===== src/rtl/multi_button_shaper.sv =====
// N-channel button debouncer: 2-flop synchronizer, debounce FSM, one-cycle press pulse and held level.
// Optional auto-repeat while held is built when BTN_SHAPER_REPEAT_EN is defined.
module multi_button_shaper #(
  parameter int N_BUTTONS       = 4,
  parameter int DEBOUNCE_CYCLES = 4,
  parameter int ACTIVE_LOW      = 1,
  parameter int REPEAT_DELAY    = 50,
  parameter int REPEAT_PERIOD   = 10
) (
  input  logic                 Clk,
  input  logic                 Rst,
  input  logic [N_BUTTONS-1:0] B_in,
  output logic [N_BUTTONS-1:0] B_out,
  output logic [N_BUTTONS-1:0] B_held,
  output logic                 B_any
);

  localparam int CW = $clog2(DEBOUNCE_CYCLES + 1);
  localparam logic [CW-1:0] CNT_ZERO = CW'(0);
  localparam logic [CW-1:0] CNT_ONE  = CW'(1);
  localparam logic [CW-1:0] CNT_MAX  = CW'(DEBOUNCE_CYCLES);
  localparam logic [N_BUTTONS-1:0] RELEASED = (ACTIVE_LOW != 0) ? {N_BUTTONS{1'b1}} : {N_BUTTONS{1'b0}};

  if (DEBOUNCE_CYCLES < 1 || REPEAT_DELAY < 1 || REPEAT_PERIOD < 1) begin : g_bad_cfg
    $error("multi_button_shaper: DEBOUNCE_CYCLES, REPEAT_DELAY and REPEAT_PERIOD must be >= 1");
  end

  typedef enum logic [2:0] {
    IDLE     = 3'd0,
    DB_PRESS = 3'd1,
    PULSE    = 3'd2,
    HELD     = 3'd3,
    DB_REL   = 3'd4
  } state_t;

  state_t               state_q [N_BUTTONS];
  state_t               state_d [N_BUTTONS];
  logic [CW-1:0]        cnt_q   [N_BUTTONS];
  logic [CW-1:0]        cnt_d   [N_BUTTONS];
  logic [N_BUTTONS-1:0] sync1_q, sync2_q;
  logic [N_BUTTONS-1:0] out_q, out_d;
  logic [N_BUTTONS-1:0] held_q, held_d;
  logic [N_BUTTONS-1:0] p_s;

`ifdef BTN_SHAPER_REPEAT_EN
  // rpt_q holds the number of HELD cycles left until the next repeat pulse.
  localparam logic [15:0] RPT_FIRST = 16'(REPEAT_DELAY - 1);
  localparam logic [15:0] RPT_NEXT  = 16'(REPEAT_PERIOD - 1);
  logic [15:0]          rpt_q [N_BUTTONS];
  logic [15:0]          rpt_d [N_BUTTONS];
  logic [N_BUTTONS-1:0] rpt_fire_s;
`endif

  always_comb begin
    p_s = (ACTIVE_LOW != 0) ? ~sync2_q : sync2_q;
  end

  always_comb begin
    out_d  = {N_BUTTONS{1'b0}};
    held_d = {N_BUTTONS{1'b0}};
`ifdef BTN_SHAPER_REPEAT_EN
    rpt_fire_s = {N_BUTTONS{1'b0}};
`endif
    for (int i = 0; i < N_BUTTONS; i++) begin
      state_d[i] = state_q[i];
      cnt_d[i]   = cnt_q[i];
      case (state_q[i])
        IDLE: begin
          if (p_s[i]) begin
            state_d[i] = DB_PRESS;
            cnt_d[i]   = CNT_ONE;
          end else begin
            cnt_d[i]   = CNT_ZERO;
          end
        end
        DB_PRESS: begin
          if (!p_s[i]) begin
            state_d[i] = IDLE;
            cnt_d[i]   = CNT_ZERO;
          end else if (cnt_q[i] == CNT_MAX) begin
            state_d[i] = PULSE;
            cnt_d[i]   = CNT_ZERO;
          end else begin
            cnt_d[i]   = cnt_q[i] + CNT_ONE;
          end
        end
        PULSE: begin
          state_d[i] = HELD;
          cnt_d[i]   = CNT_ZERO;
        end
        HELD: begin
          if (!p_s[i]) begin
            state_d[i] = DB_REL;
            cnt_d[i]   = CNT_ONE;
          end else begin
            cnt_d[i]   = CNT_ZERO;
          end
        end
        DB_REL: begin
          if (p_s[i]) begin
            state_d[i] = HELD;
            cnt_d[i]   = CNT_ZERO;
          end else if (cnt_q[i] == CNT_MAX) begin
            state_d[i] = IDLE;
            cnt_d[i]   = CNT_ZERO;
          end else begin
            cnt_d[i]   = cnt_q[i] + CNT_ONE;
          end
        end
        default: begin
          state_d[i] = IDLE;
          cnt_d[i]   = CNT_ZERO;
        end
      endcase

`ifdef BTN_SHAPER_REPEAT_EN
      rpt_d[i] = rpt_q[i];
      if (state_d[i] == IDLE) begin
        rpt_d[i] = 16'd0;
      end else if (state_d[i] == HELD) begin
        if (state_q[i] == PULSE) begin
          rpt_d[i] = RPT_FIRST;
        end else if (rpt_q[i] == 16'd0) begin
          rpt_d[i] = RPT_NEXT;
        end else begin
          rpt_d[i] = rpt_q[i] - 16'd1;
        end
        rpt_fire_s[i] = (rpt_d[i] == 16'd0);
      end else begin
        rpt_d[i] = rpt_q[i];
      end
      out_d[i] = (state_d[i] == PULSE) || rpt_fire_s[i];
`else
      out_d[i] = (state_d[i] == PULSE);
`endif
      held_d[i] = (state_d[i] == PULSE) || (state_d[i] == HELD) || (state_d[i] == DB_REL);
    end
  end

  always_ff @(posedge Clk or posedge Rst) begin
    if (Rst) begin
      sync1_q <= RELEASED;
      sync2_q <= RELEASED;
      out_q   <= {N_BUTTONS{1'b0}};
      held_q  <= {N_BUTTONS{1'b0}};
      for (int i = 0; i < N_BUTTONS; i++) begin
        state_q[i] <= IDLE;
        cnt_q[i]   <= CNT_ZERO;
`ifdef BTN_SHAPER_REPEAT_EN
        rpt_q[i]   <= 16'd0;
`endif
      end
    end else begin
      sync1_q <= B_in;
      sync2_q <= sync1_q;
      out_q   <= out_d;
      held_q  <= held_d;
      for (int i = 0; i < N_BUTTONS; i++) begin
        state_q[i] <= state_d[i];
        cnt_q[i]   <= cnt_d[i];
`ifdef BTN_SHAPER_REPEAT_EN
        rpt_q[i]   <= rpt_d[i];
`endif
      end
    end
  end

  assign B_out  = out_q;
  assign B_held = held_q;
  assign B_any  = |out_q;

endmodule

===== config.mk =====
export PLATFORM = sky130hd
export DESIGN_NAME = multi_button_shaper
export DESIGN_NICKNAME = d
export VERILOG_FILES = /design/src/rtl/multi_button_shaper.sv
export SDC_FILE = /design/constraint.sdc
export NUM_CORES = 1
export LEC_CHECK = 0
export ABC_AREA = 1
export CAP_MARGIN = 25
export CORE_MARGIN = 5
export CORE_UTILIZATION = 51
export CTS_CLUSTER_SIZE = 28
export DETAILED_ROUTE_END_ITERATION = 10
export PLACE_DENSITY = 0.74
export SYNTH_ARGS = -nofsm -noshare
export SYNTH_HDL_FRONTEND = slang
export SYNTH_SLANG_ARGS = --single-unit

===== constraint.sdc =====
create_clock -name Clk -period 1.45 [get_ports Clk]
set_clock_uncertainty 0.2 [all_clocks]
set_input_delay 0.3625 -clock Clk [delete_from_list [all_inputs] [get_ports Clk]]
set_output_delay 0.3625 -clock Clk [all_outputs]
set_load 0.005 [all_outputs]

==> Implementation_results.wiki, run 1 <==
{| class="wikitable"
! Metric !! Value
|-
| Port buffer count || 14
|-
| Detail Placement HPWL || approximately 2400 microns
|-
| Flop and latch count out of synthesis || 40
|-
| Number of standard cells in the layout, taps in and fillers out || a little over 300
|-
| Wire length of the first global-routing pass || approximately 5500 microns
|-
| Remaining design rule violation count || 0
|-
| Vertical extent of the die || 71.41 microns
|-
| Cell count after synthesis || 231
|-
| Run status || complete, but fails checks
|-
| Internal power of the cells || ~1900 uW
|-
| Global-route usage over all layers || about 14%
|-
| Mux cell area share after synthesis || 0%
|-
| Switching fraction of total power || between 30 and 40%
|-
| Share of post-route cells with drive strength above 1 || between 20% and 30%
|-
| Share of total power in the clock network || between 20% and 30%
|-
| Via Count || 1521
|-
| Kind of cell with the highest combined delay on the critical path || flip-flops
|-
| Post-synthesis compound-gate area fraction || about 3.3%
|-
| Type of the tightest min-delay check || flip-flop to flip-flop
|-
| Filler cell count in the final layout || roughly 310
|-
| Post-layout net count || 272
|-
| Number of design-rule violations left by the first detailed-router iteration || between 60 and 70
|-
| H-tree Lvls || 2
|-
| Failing checks || setup timing
|-
| Cell Chain, Critical Path || nor2_1 -> nand2_1 -> buf_2
|-
| Sequential element share of the synthesized area || between 50 and 60%
|-
| Pin count of the biggest net entering global routing || 23
|-
| Number of cells after detailed placement || 298
|-
| Post-route cell area || between 2000 and 2500 sq um
|-
| Number of buffers on the longest clock path || 2
|-
| Mapped Avg Cell Area || 8.325 sq um
|-
| DRT antenna net count || 0
|-
| Setup violators final || 2
|-
| Cell at the slowest stage of the critical path || sky130_fd_sc_hd__dfrtp_1
|-
| Placement Rows || 22
|-
| Distinct cell type count after synthesis || 20
|-
| Clock tree from TritonCTS || yes
|-
| RSZ-0062 raised after global routing || true
|-
| Die W || 71.41 microns
|-
| Total buffers and inverters traversed by the critical path || 1
|-
| Worst-path clk slew || 0.08 ns
|-
| Total global routing overflow || 0
|-
| Overall routed net length || approximately 3100 microns
|-
| Type of the worst setup path || flip-flop to primary output
|-
| Leak pwr || around 0.0013 uW
|-
| Sequential cell area || roughly 1000 sq um
|-
| Post-layout min period || between 1.5 and 2 ns
|-
| Antenna violations before repair || 0
|-
| Max-slew headroom || approximately four fifths
|-
| Worst Path Max Fanout || 2
|-
| Starting utilization of the core area || a little over half
|-
| Clock buffer count from CTS || 5
|-
| Adder-cell share of the synthesized area || 5.205%
|-
| Worst-Margin Slew || between 0.2 and 0.3 ns
|-
| Diodes inserted || 0
|-
| Core outline area || 3661 sq um
|-
| Power share of the sequential group || between 50% and 60%
|-
| Syn nets || ~250
|-
| Iteration count of the initial detailed-routing pass || 5
|-
| Max incr delay on CP || between 0.3 and 0.4 ns
|-
| Main combinational cell family by area after synthesis || simple AND/OR/NAND/NOR gates
|-
| Number of sinks driven by the clock tree || 40
|-
| Power density relative to cell area || 1209 nW/um^2
|-
| Number of primary I/O pins || 15
|-
| Part of the total power dissipated in combinational logic || between 20 and 25%
|-
| Clock latency on the worst-skew pair || approximately 0.29 ns
|-
| Fmax || around 0.66 GHz
|-
| Post-route worst setup slack || -0.05779 ns
|-
| Max Transition Viols Final || 0
|-
| Vias in the first global route || ~1400
|-
| Die footprint || 5099 sq um
|-
| Largest voltage drop on the vdd net || between 600 and 700 uV
|-
| Simple logic cell fraction of the synthesized area || 29.15%
|-
| Switching component of the power || around 900 uW
|-
| Placed inst area || roughly 2200 sq um
|-
| Xor/xnor share of the synthesized area || 0.4554%
|-
| Synth Cell Area || about 1900 sq um
|-
| Root cell of the clock tree || sky130_fd_sc_hd__clkbuf_8
|-
| Type of element capturing the critical path || primary output
|-
| Routed wire length per instance || just over 10 microns
|-
| Hold violation total from the final report || 0
|-
| Power after layout || roughly 2800 uW
|-
| Worst EP required || a little under 0.9 ns
|-
| Startpoint kind of the worst setup timing path || flip-flop
|-
| Max Cap Violations || 0
|-
| Count of synthesis-stage warnings from yosys || 0
|-
| Via count normalized by instance count || 4.954
|-
| Area added between synthesis and finish || 19.58%
|-
| GP Congestion || around 0.76
|-
| Crit share post-route || 104.0%
|-
| Area of the multi-input gates || between 700 and 800 sq um
|-
| Data arrival time of the critical path || ~0.95 ns
|}
[power by group through the flow]
stage	clock network [uW]	registers [uW]	logic, uW
floorplan	0	1380	477
finish	699	1390	692
CTS	729	1380	638
global placement	0	1400	612
global route	785	1410	817
detailed placement	0	1410	640
[stage by stage]
stage / hold slack [ns] / worst slack, ns / utilization (%) / setup TNS [ns]
floorplan: 0.1384 / 0.08944 / - / 0
global placement: 0.1461 / -0.04840 / 59.81 / -0.04840
detailed placement: 0.1488 / -0.06499 / 59.81 / -0.06499
CTS: 0.1589 / -0.08173 / 61.59 / -0.1534
global route: 0.1648 / -0.1123 / 62.82 / -0.2476
finish: 0.1536 / -0.05779 / 62.82 / -0.1075
[logic make-up after synthesis]
| logic type | count (synthesis) |
|---|---|
| AO/OA/AOI/OAI | 11 |
| adder cells (fa/ha/maj) | 8 |
| flip-flops | 40 |
| AND/OR/NAND/NOR | 123 |
| buffers and inverters | 48 |
| XOR/XNOR | 1 |
[metal layers]
| layer | routed length, microns | vias up | share of wire, % | GRT usage [%] |
|---|---|---|---|---|
| li1 | - | 771 | - | - |
| met1 | 1372 | 716 | 44 | 16.05 |
| met2 | 1555 | 29 | 49 | 22.96 |
| met3 | 159 | 5 | 5.1 | 4.628 |
| met4 | 58 | 0 | 1.8 | 6.889 |
| met5 | 0 | - | 0 | 0 |
[worst paths after layout]
path                                           start              endpoint  slack (ns)  depth (start not counted)
worst max-delay path              B_out[3]$_DFF_PP0_                 B_any       -0.06                          3
worst min-delay path            sync1_q[0]$_DFF_PP1_  sync2_q[0]$_DFF_PP1_        0.15                          0
worst max register to register    cnt_q[9]$_DFF_PP0_   B_held[0]$_DFF_PP0_        0.11                          8
worst min register to register  sync1_q[0]$_DFF_PP1_  sync2_q[0]$_DFF_PP1_        0.15                          0
max in group asynchronous                        Rst  sync1_q[1]$_DFF_PP1_        0.57                          3
min in group asynchronous                        Rst   B_held[2]$_DFF_PP0_        0.24                          3
[worst register-to-register path: cells and delay by family (launching register included)]
family / cells / cell delay, ns
AND/OR/NAND/NOR: 5 / 0.38
flip-flops: 1 / 0.35
adder cells (fa/ha/maj): 1 / 0.19
buffers and inverters: 2 / 0.12
[state kept, by name, summed over array words and instances (netlist names)]
register and flops:
sync1_q 4, cnt_q 12, sync2_q 4, state_q 12
B_held 4, B_out 4
[synth_stat cells]
cell | count | area [sq um]
sky130_fd_sc_hd__nor2_1 | 33 | 123.9
sky130_fd_sc_hd__nand2_2 | 2 | 12.51
sky130_fd_sc_hd__ha_1 | 8 | 100.1
sky130_fd_sc_hd__nor2_2 | 7 | 43.79
sky130_fd_sc_hd__nand3_2 | 1 | 10.01
sky130_fd_sc_hd__o21ai_0 | 4 | 20.02
sky130_fd_sc_hd__a21boi_1 | 1 | 7.510
sky130_fd_sc_hd__o211ai_1 | 2 | 15.01
sky130_fd_sc_hd__nor3_1 | 2 | 10.01
sky130_fd_sc_hd__and2_1 | 1 | 6.260
sky130_fd_sc_hd__nand2_1 | 42 | 157.7
sky130_fd_sc_hd__nor2_4 | 2 | 22.52
sky130_fd_sc_hd__a21oi_1 | 4 | 20.02
sky130_fd_sc_hd__xor2_1 | 1 | 8.760
sky130_fd_sc_hd__dfstp_2 | 8 | 210.2
sky130_fd_sc_hd__inv_1 | 42 | 157.7
sky130_fd_sc_hd__dfrtp_1 | 32 | 800.8
sky130_fd_sc_hd__nand3_1 | 26 | 130.1
sky130_fd_sc_hd__nand4_1 | 7 | 43.79
sky130_fd_sc_hd__inv_2 | 6 | 22.52
[layout by cell type (no fill, tap or decap), types with 5 or more instances in the layout]
master	count
sky130_fd_sc_hd__nand2_1	38
sky130_fd_sc_hd__nor2_1	26
sky130_fd_sc_hd__nand4_1	7
sky130_fd_sc_hd__clkdlybuf4s50_1	5
sky130_fd_sc_hd__inv_2	10
sky130_fd_sc_hd__clkbuf_8	5
sky130_fd_sc_hd__dfrtp_1	32
sky130_fd_sc_hd__dfstp_2	8
sky130_fd_sc_hd__nor2_2	14
sky130_fd_sc_hd__inv_1	37
sky130_fd_sc_hd__nand2_2	6
sky130_fd_sc_hd__ha_1	6
sky130_fd_sc_hd__nand3_1	23
[area by class of cell]
class                           count  share of cell area (%)
Clock inverter                      1                  0.2176
Timing Repair Buffer               20                   7.563
Inverter                           48                   7.998
Multi-Input combinational cell    143                   34.33
Sequential cell                    40                   43.96
Tap cell                           48                   2.612
Clock buffer                        7                   3.319
[repair_timing]
| item | CTS | global route |
|---|---|---|
| pin swaps | 1 | 10 |
| setup endpoints to repair | 9 | 21 |
| resized for setup | 23 | 25 |
| buffers inserted | 0 | 2 |
| hold buffers | 0 | 0 |
| endpoints found under the hold margin | 0 | 0 |
(Power assumes the default switching activity.)
==> inputs of run 2 (changes only) <==
CELL_PAD_IN_SITES_DETAIL_PLACEMENT = 1   (was unset)
CELL_PAD_IN_SITES_GLOBAL_PLACEMENT = 2   (was unset)
CORE_UTILIZATION = 31   (was 51)
PLACE_DENSITY = unset   (was 0.74)
PLACE_DENSITY_LB_ADDON = 0.1   (was unset)
==> Implementation_results.wiki, run 2 (synthesis gave the netlist of run 1 again) <==
{| class="wikitable"
! Metric !! Value
|-
| Via Count || 1583 (+4.1%)
|-
| Number of buffers on the longest clock path || 2 (unchanged)
|-
| Area added between synthesis and finish || 34.22%
|-
| Leak pwr || 0.001435 uW (+8.6%)
|-
| Grt met2 use || 19.97% (-3.0 points)
|-
| Detail Placement HPWL || 3189 microns (+32%)
|-
| Type of element capturing the critical path || primary output
|-
| Placement Rows || 28 (+27%)
|-
| Most common library cell in the layout ignoring fill and taps || sky130_fd_sc_hd__nand2_1
|-
| Filler cell count in the final layout || 719 (+130%)
|-
| Root cell of the clock tree || sky130_fd_sc_hd__clkbuf_8
|-
| Area of the multi-input gates || 878.3 sq um (+11%)
|-
| Vertical extent of the die || 88.76 microns (+24%)
|-
| Max-slew headroom || 78.43% (-2.7 points)
|-
| Iteration count of the initial detailed-routing pass || 3 (-2)
|-
| Cell Chain, Critical Path || buf_6 -> nor2_4 -> nand2_1 -> buf_2
|-
| Worst r2r dst || cnt_q[5]$_DFF_PP0_
|-
| Clock buffer count from CTS || 5 (unchanged)
|-
| Type of the tightest min-delay check || input port to asynchronous set/reset pin
|-
| DRT antenna net count || 0 (unchanged)
|-
| Power share of the sequential group || 47.0% (-3.0 points)
|-
| Max Cap Violations || 0 (unchanged)
|-
| Worst-path clk slew || 0.07 ns (about the same)
|-
| Die footprint || 7878 sq um (+55%)
|-
| Global-route usage over all layers || 11.95% (-1.9 points)
|-
| Most frequent cells in the layout || 38 x sky130_fd_sc_hd__nand2_1, 35 x sky130_fd_sc_hd__inv_1, 32 x sky130_fd_sc_hd__dfrtp_1
|-
| Number of primary I/O pins || 15 (unchanged)
|-
| Worst setup path end || B_any
|-
| Diodes inserted || 0 (unchanged)
|-
| H-tree Lvls || 2 (unchanged)
|-
| GP Congestion || 0.7781 (+1.9%)
|-
| Core outline area || 5991 sq um (+64%)
|-
| Run status || complete, but fails checks
|-
| RSZ-0062 raised after global routing || true
|-
| Share of post-route cells with drive strength above 1 || 37.41% (+12 points)
|-
| Registers with the highest flip-flop counts || cnt_q x12, state_q x12
|-
| Antenna violations before repair || 0 (unchanged)
|-
| Pin count of the biggest net entering global routing || 21 (-8.7%)
|-
| Internal power of the cells || 1994 uW (+5.8%)
|-
| Data arrival time of the critical path || 1.03 ns (+0.08 ns)
|-
| Crit. path cell count || 4 (+1)
|-
| Critical Path Start || B_out[1]$_DFF_PP0_
|-
| Share of total power in the clock network || 23.6% (-1.5 points)
|-
| Number of standard cells in the layout, taps in and fillers out || 353 (+15%)
|-
| Pre-CTS setup slack || -0.1503 ns (-0.08531 ns)
|-
| Worst EP required || 0.89 ns (about the same)
|-
| Met1 track utilization from global routing || 15.06% (-0.99 points)
|-
| Number of sinks driven by the clock tree || 40 (unchanged)
|-
| Routing usage on met3 || 3.166% (-1.5 points)
|-
| Post-route worst setup slack || -0.1422 ns (-0.08443 ns)
|-
| Sequential cell area || 1011 sq um (unchanged)
|-
| Switching component of the power || 991.0 uW (+11%)
|-
| Total global routing overflow || 0 (unchanged)
|-
| Busiest grt layer || met2
|-
| Power after layout || 2985 uW (+7.4%)
|-
| Worst Path Max Fanout || 2 (unchanged)
|-
| Number of cells after detailed placement || 340 (+14%)
|-
| Clock latency on the worst-skew pair || 0.29 ns (about the same)
|-
| Wire length of the first global-routing pass || 7245 microns (+31%)
|-
| Via count normalized by instance count || 4.484 (-9.5%)
|-
| Crit share post-route || 109.8% (+5.8 points)
|-
| Startpoint kind of the worst setup timing path || flip-flop
|-
| Clock tree from TritonCTS || yes
|-
| Die W || 88.76 microns (+24%)
|-
| Number of design-rule violations left by the first detailed-router iteration || 19 (-72%)
|-
| Post-layout min period || 1.592 ns (+0.08443 ns)
|-
| Switching fraction of total power || 33.20% (+1.0 points)
|-
| Remaining design rule violation count || 0 (unchanged)
|-
| Total buffers and inverters traversed by the critical path || 2 (+1)
|-
| Number of buffers inserted by hold repair at cts || 0 (unchanged)
|-
| Starting utilization of the core area || 32.10% (-20 points)
|-
| Kind of cell with the highest combined delay on the critical path || flip-flops
|-
| Part of the total power dissipated in combinational logic || 29.4% (+4.5 points)
|-
| Max Transition Viols Final || 0 (unchanged)
|-
| Worst-Margin Slew || 0.3210 ns (+0.04044 ns)
|-
| Setup violators final || 3 (+1)
|-
| RR Startpoint || cnt_q[3]$_DFF_PP0_
|-
| Worst r2r path cells || 7 (-1)
|-
| Fmax || 0.6281 GHz (-5.3%)
|-
| Failing checks || setup timing
|-
| Max incr delay on CP || 0.39 ns (about the same)
|-
| Port buffer count || 14 (unchanged)
|-
| Vias in the first global route || 1622 (+16%)
|-
| Routed wire length per instance || 11.71 microns (+14%)
|-
| Largest voltage drop on the vdd net || 681.7 uV (+4.0%)
|-
| Power density relative to cell area || 1156 nW/um^2 (-4.3%)
|-
| Post-layout net count || 292 (+7.4%)
|-
| Cell at the slowest stage of the critical path || sky130_fd_sc_hd__dfrtp_1
|-
| Type of the worst setup path || flip-flop to primary output
|-
| Setup slack of the most critical reg-to-reg path || 0.04 ns (-0.07 ns)
|-
| Overall routed net length || 4135 microns (+31%)
|-
| Hold violation total from the final report || 0 (unchanged)
|}
[run 2: cell type report]
type,instances,share of cell area [%]
multi-input cells,143,34.03
flip-flops and latches,40,39.17
repair buffers,40,12.94
clock inverters,1,0.1939
inverters,48,7.222
clock buffers,6,2.811
well taps,75,3.635
[run 2: worst reg2reg max path, stage by stage, from the launching register on]
cell and delay [ns]:
sky130_fd_sc_hd__dfrtp_1 0.38, sky130_fd_sc_hd__buf_4 0.13, sky130_fd_sc_hd__buf_4 0.13, sky130_fd_sc_hd__ha_4 0.17, sky130_fd_sc_hd__nor2_4 0.12, sky130_fd_sc_hd__nor2_4 0.04, sky130_fd_sc_hd__o211ai_1 0.07, sky130_fd_sc_hd__nor2_1 0.06
[run 2: repair_timing]
item / CTS / global route
setup buffers: 2 / 6
endpoints found under the setup margin: 14 / 25
resized for setup: 40 / 47
gates cloned: 0 / 0
hold endpoints to repair: 0 / 0
pin swaps: 2 / 19
[run 2: worst min-delay path by stage]
stage / start / end / slack [ns] / depth (start not counted)
6_report: Rst / B_out[3]$_DFF_PP0_ / 0.13 / 2
5_1_grt: Rst / B_out[3]$_DFF_PP0_ / 0.14 / 2
4_1_cts: Rst / B_out[3]$_DFF_PP0_ / 0.13 / 2
3_5_place_dp: sync1_q[2]$_DFF_PP1_ / sync2_q[2]$_DFF_PP1_ / 0.15 / 0
3_3_place_gp: sync1_q[1]$_DFF_PP1_ / sync2_q[1]$_DFF_PP1_ / 0.15 / 0
2_1_floorplan: Rst / B_held[0]$_DFF_PP0_ / 0.14 / 1
[run 2: power groups by stage]
stage,combinational [uW],sequential (uW),clock [uW]
final,878,1400,704
after global routing,1020,1420,799
after CTS,723,1390,750
after detailed placement,721,1410,0
after global placement,707,1400,0
after floorplan,477,1380,0
[run 2: through the flow]
stage / setup TNS, ns / area (sq um) / utilization [%] / hold WS [ns]
after detailed placement: -0.2819 / 2323 / 38.78 / 0.1470
after global routing: -0.4905 / 2581 / 43.09 / 0.1363
after CTS: -0.2918 / 2415 / 40.31 / 0.1283
after global placement: -0.2289 / 2323 / 38.78 / 0.1456
final: -0.2336 / 2581 / 43.09 / 0.1335
after floorplan: 0 / 1927 / - / 0.1384
[run 2: per-layer routing]
| metal | routed length [microns] | up-vias |
|---|---|---|
| li1 | - | 808 |
| met1 | 1895 | 758 |
| met2 | 2077 | 12 |
| met3 | 115 | 5 |
| met4 | 46 | 0 |
| met5 | 0 | - |
==> inputs of run 3 (changes only) <==
CORE_UTILIZATION = 34   (was 31)
DONT_BUFFER_PORTS = 1   (was unset)
PLACE_DENSITY_LB_ADDON = 0.15   (was 0.1)
==> Implementation_results.wiki, run 3 (synthesis gave the netlist of run 1 again) <==
{| class="wikitable"
! Metric !! Value
|-
| Run status || complete, but fails checks
|-
| Failing checks || setup timing
|-
| Port buffer count || 0 (-14)
|-
| Power density relative to cell area || 1249 nW/um^2 (+8.0%)
|-
| Worst-path clk slew || 0.07 ns (about the same)
|-
| Hold violation total from the final report || 0 (unchanged)
|-
| Data arrival time of the critical path || 0.93 ns (-0.10 ns)
|-
| Placed inst area || 2067 sq um (-11%)
|-
| Iteration count of the initial detailed-routing pass || 4 (+1)
|-
| Largest voltage drop on the vdd net || 736.9 uV (+8.1%)
|-
| Power after layout || 2867 uW (-4.0%)
|-
| DRT antenna net count || 0 (unchanged)
|-
| Post-route cell area || 2295 sq um (-11%)
|-
| Number of standard cells in the layout, taps in and fillers out || 323 (-8.5%)
|-
| Diodes inserted || 0 (unchanged)
|-
| Number of primary I/O pins || 15 (unchanged)
|-
| Die footprint || 7260 sq um (-7.9%)
|-
| Starting utilization of the core area || 34.92% (+2.8 points)
|-
| Vias in the first global route || 1490 (-8.1%)
|-
| Share of total power in the clock network || 26.3% (+2.7 points)
|-
| Core outline area || 5507 sq um (-8.1%)
|-
| Via count normalized by instance count || 4.471 (-0.31%)
|-
| Overall routed net length || 3740 microns (-9.6%)
|-
| Global-route usage over all layers || 11.43% (-0.52 points)
|-
| Leak pwr || 0.001276 uW (-11%)
|-
| Pin count of the biggest net entering global routing || 23 (+9.5%)
|-
| Most common library cell in the layout ignoring fill and taps || sky130_fd_sc_hd__nand2_1
|-
| Post-layout min period || 1.492 ns (-0.1007 ns)
|-
| Routed wire length per instance || 11.58 microns (-1.2%)
|-
| Remaining design rule violation count || 0 (unchanged)
|-
| Number of cells after detailed placement || 308 (-9.4%)
|-
| Switching component of the power || 923.0 uW (-6.9%)
|-
| Post-layout net count || 264 (-9.6%)
|-
| Type of the worst setup path || flip-flop to primary output
|-
| RSZ-0062 raised after global routing || true
|-
| Share of post-route cells with drive strength above 1 || 25.50% (-12 points)
|-
| Registers with the highest flip-flop counts || cnt_q x12, state_q x12
|-
| Fmax || 0.6705 GHz (+6.8%)
|-
| Filler cell count in the final layout || 660 (-8.2%)
|-
| Part of the total power dissipated in combinational logic || 24.9% (-4.5 points)
|-
| Area added between synthesis and finish || 19.32%
|-
| Switching fraction of total power || 32.19% (-1.0 points)
|-
| Type of the tightest min-delay check || flip-flop to flip-flop
|-
| Type of element capturing the critical path || primary output
|-
| Clock buffer count from CTS || 5 (unchanged)
|-
| Max Cap Violations || 0 (unchanged)
|-
| Worst-Margin Slew || 0.2628 ns (-0.05825 ns)
|-
| Setup violators final || 1 (-2)
|-
| Startpoint kind of the worst setup timing path || flip-flop
|-
| Clock tree from TritonCTS || yes
|-
| Worst EP required || 0.89 ns (about the same)
|-
| H-tree Lvls || 2 (unchanged)
|-
| Antenna violations before repair || 0 (unchanged)
|-
| Number of sinks driven by the clock tree || 40 (unchanged)
|-
| Post-route worst setup slack || -0.04151 ns (+0.1007 ns)
|-
| Number of buffers on the longest clock path || 2 (unchanged)
|-
| Clock latency on the worst-skew pair || 0.28 ns (about the same)
|-
| Vertical extent of the die || 85.21 microns (-4.0%)
|-
| Crit share post-route || 102.9% (-6.9 points)
|-
| Detail Placement HPWL || 2874 microns (-9.9%)
|-
| Placement Rows || 27 (-3.6%)
|-
| Most frequent cells in the layout || 37 x sky130_fd_sc_hd__nand2_1, 34 x sky130_fd_sc_hd__inv_1, 32 x sky130_fd_sc_hd__dfrtp_1
|-
| Total global routing overflow || 0 (unchanged)
|-
| Root cell of the clock tree || sky130_fd_sc_hd__clkbuf_8
|-
| Worst Path Max Fanout || 2 (unchanged)
|-
| GP Congestion || 0.7483 (-3.8%)
|-
| Internal power of the cells || 1944 uW (-2.5%)
|-
| Via Count || 1444 (-8.8%)
|-
| Number of design-rule violations left by the first detailed-router iteration || 20 (+1)
|-
| Max Transition Viols Final || 0 (unchanged)
|-
| Wire length of the first global-routing pass || 6596 microns (-9.0%)
|-
| Power share of the sequential group || 48.8% (+1.8 points)
|-
| Max-slew headroom || 82.30% (+3.9 points)
|-
| Die W || 85.21 microns (-4.0%)
|}
[run 3: cell types whose count changed in the layout (fill, tap and decap cells not counted), moves of 3 or more]
| cell | previous run | this run |
|---|---|---|
| sky130_fd_sc_hd__clkbuf_2 | 3 | 0 |
| sky130_fd_sc_hd__nor2_2 | 16 | 11 |
| sky130_fd_sc_hd__nor2_1 | 20 | 27 |
| sky130_fd_sc_hd__buf_2 | 4 | 0 |
| sky130_fd_sc_hd__clkdlybuf4s50_1 | 5 | 0 |
| sky130_fd_sc_hd__buf_6 | 7 | 0 |
| sky130_fd_sc_hd__dlygate4sd3_1 | 0 | 5 |
| sky130_fd_sc_hd__ha_1 | 2 | 6 |
| sky130_fd_sc_hd__buf_4 | 20 | 6 |
[run 3: power by group through the flow]
stage / Combinational (uW) / Sequential [uW] / Clock, uW
global route: 843 / 1420 / 851
CTS: 660 / 1390 / 800
detailed placement: 618 / 1420 / 0
global placement: 621 / 1410 / 0
floorplan: 477 / 1380 / 0
finish: 713 / 1400 / 755
[run 3: layer usage]
| metal | wire, microns | global-route usage, % |
|---|---|---|
| met4 | 49 | 3.885 |
| met2 | 1887 | 19.21 |
| met1 | 1643 | 13.63 |
| met5 | 0 | 0 |
| met3 | 160 | 3.883 |
[run 3: repair_timing]
item,CTS,global route
endpoints found under the hold margin,38,0
pin swaps,2,7
resized for setup,5,22
hold buffers,5,0
cloned,0,0
endpoints found under the setup margin,5,14
setup buffers,1,2
[run 3: per-stage QoR]
| stage | setup slack [ns] | utilization [%] | TNS, ns | hold WS, ns |
|---|---|---|---|---|
| finish | -0.04151 | 41.67 | -0.04151 | 0.1541 |
| global route | -0.1012 | 41.67 | -0.1188 | 0.1619 |
| CTS | -0.08589 | 40.45 | -0.08589 | 0.1519 |
| detailed placement | -0.08472 | 37.54 | -0.2091 | -0.01901 |
| global placement | -0.08765 | 37.54 | -0.2226 | -0.02542 |
| floorplan | 0.08944 | - | 0 | 0.1384 |
[run 3: path summary, 6_finish.rpt]
path                                         to  slack [ns]                 start  depth (start not counted)
max                                       B_any       -0.04    B_out[0]$_DFF_PP0_                          2
min                        sync2_q[0]$_DFF_PP1_        0.15  sync1_q[0]$_DFF_PP1_                          0
max reg2reg                 cnt_q[11]$_DFF_PP0_        0.08    cnt_q[9]$_DFF_PP0_                          5
min reg2reg                sync2_q[0]$_DFF_PP1_        0.15  sync1_q[0]$_DFF_PP1_                          0
max in group asynchronous  sync1_q[2]$_DFF_PP1_        0.30                   Rst                          3
min in group asynchronous    B_out[2]$_DFF_PP0_        0.29                   Rst                          2
[run 3: cell type report]
cell class | instances | area, sq um | share of cell area, %
clock buffer | 8 | 90.09 | 3.926
tap | 72 | 90.09 | 3.926
timing repair buffer | 12 | 115.1 | 5.016
multi-input combinational | 143 | 804.5 | 35.06
sequential | 40 | 1011 | 44.06
inverter | 48 | 183.9 | 8.015
[run 3: critical path, cell delays in order (launching register included)]
cell and delay, ns:
sky130_fd_sc_hd__dfrtp_1 0.40, sky130_fd_sc_hd__nor2_2 0.15, sky130_fd_sc_hd__nand2_1 0.09
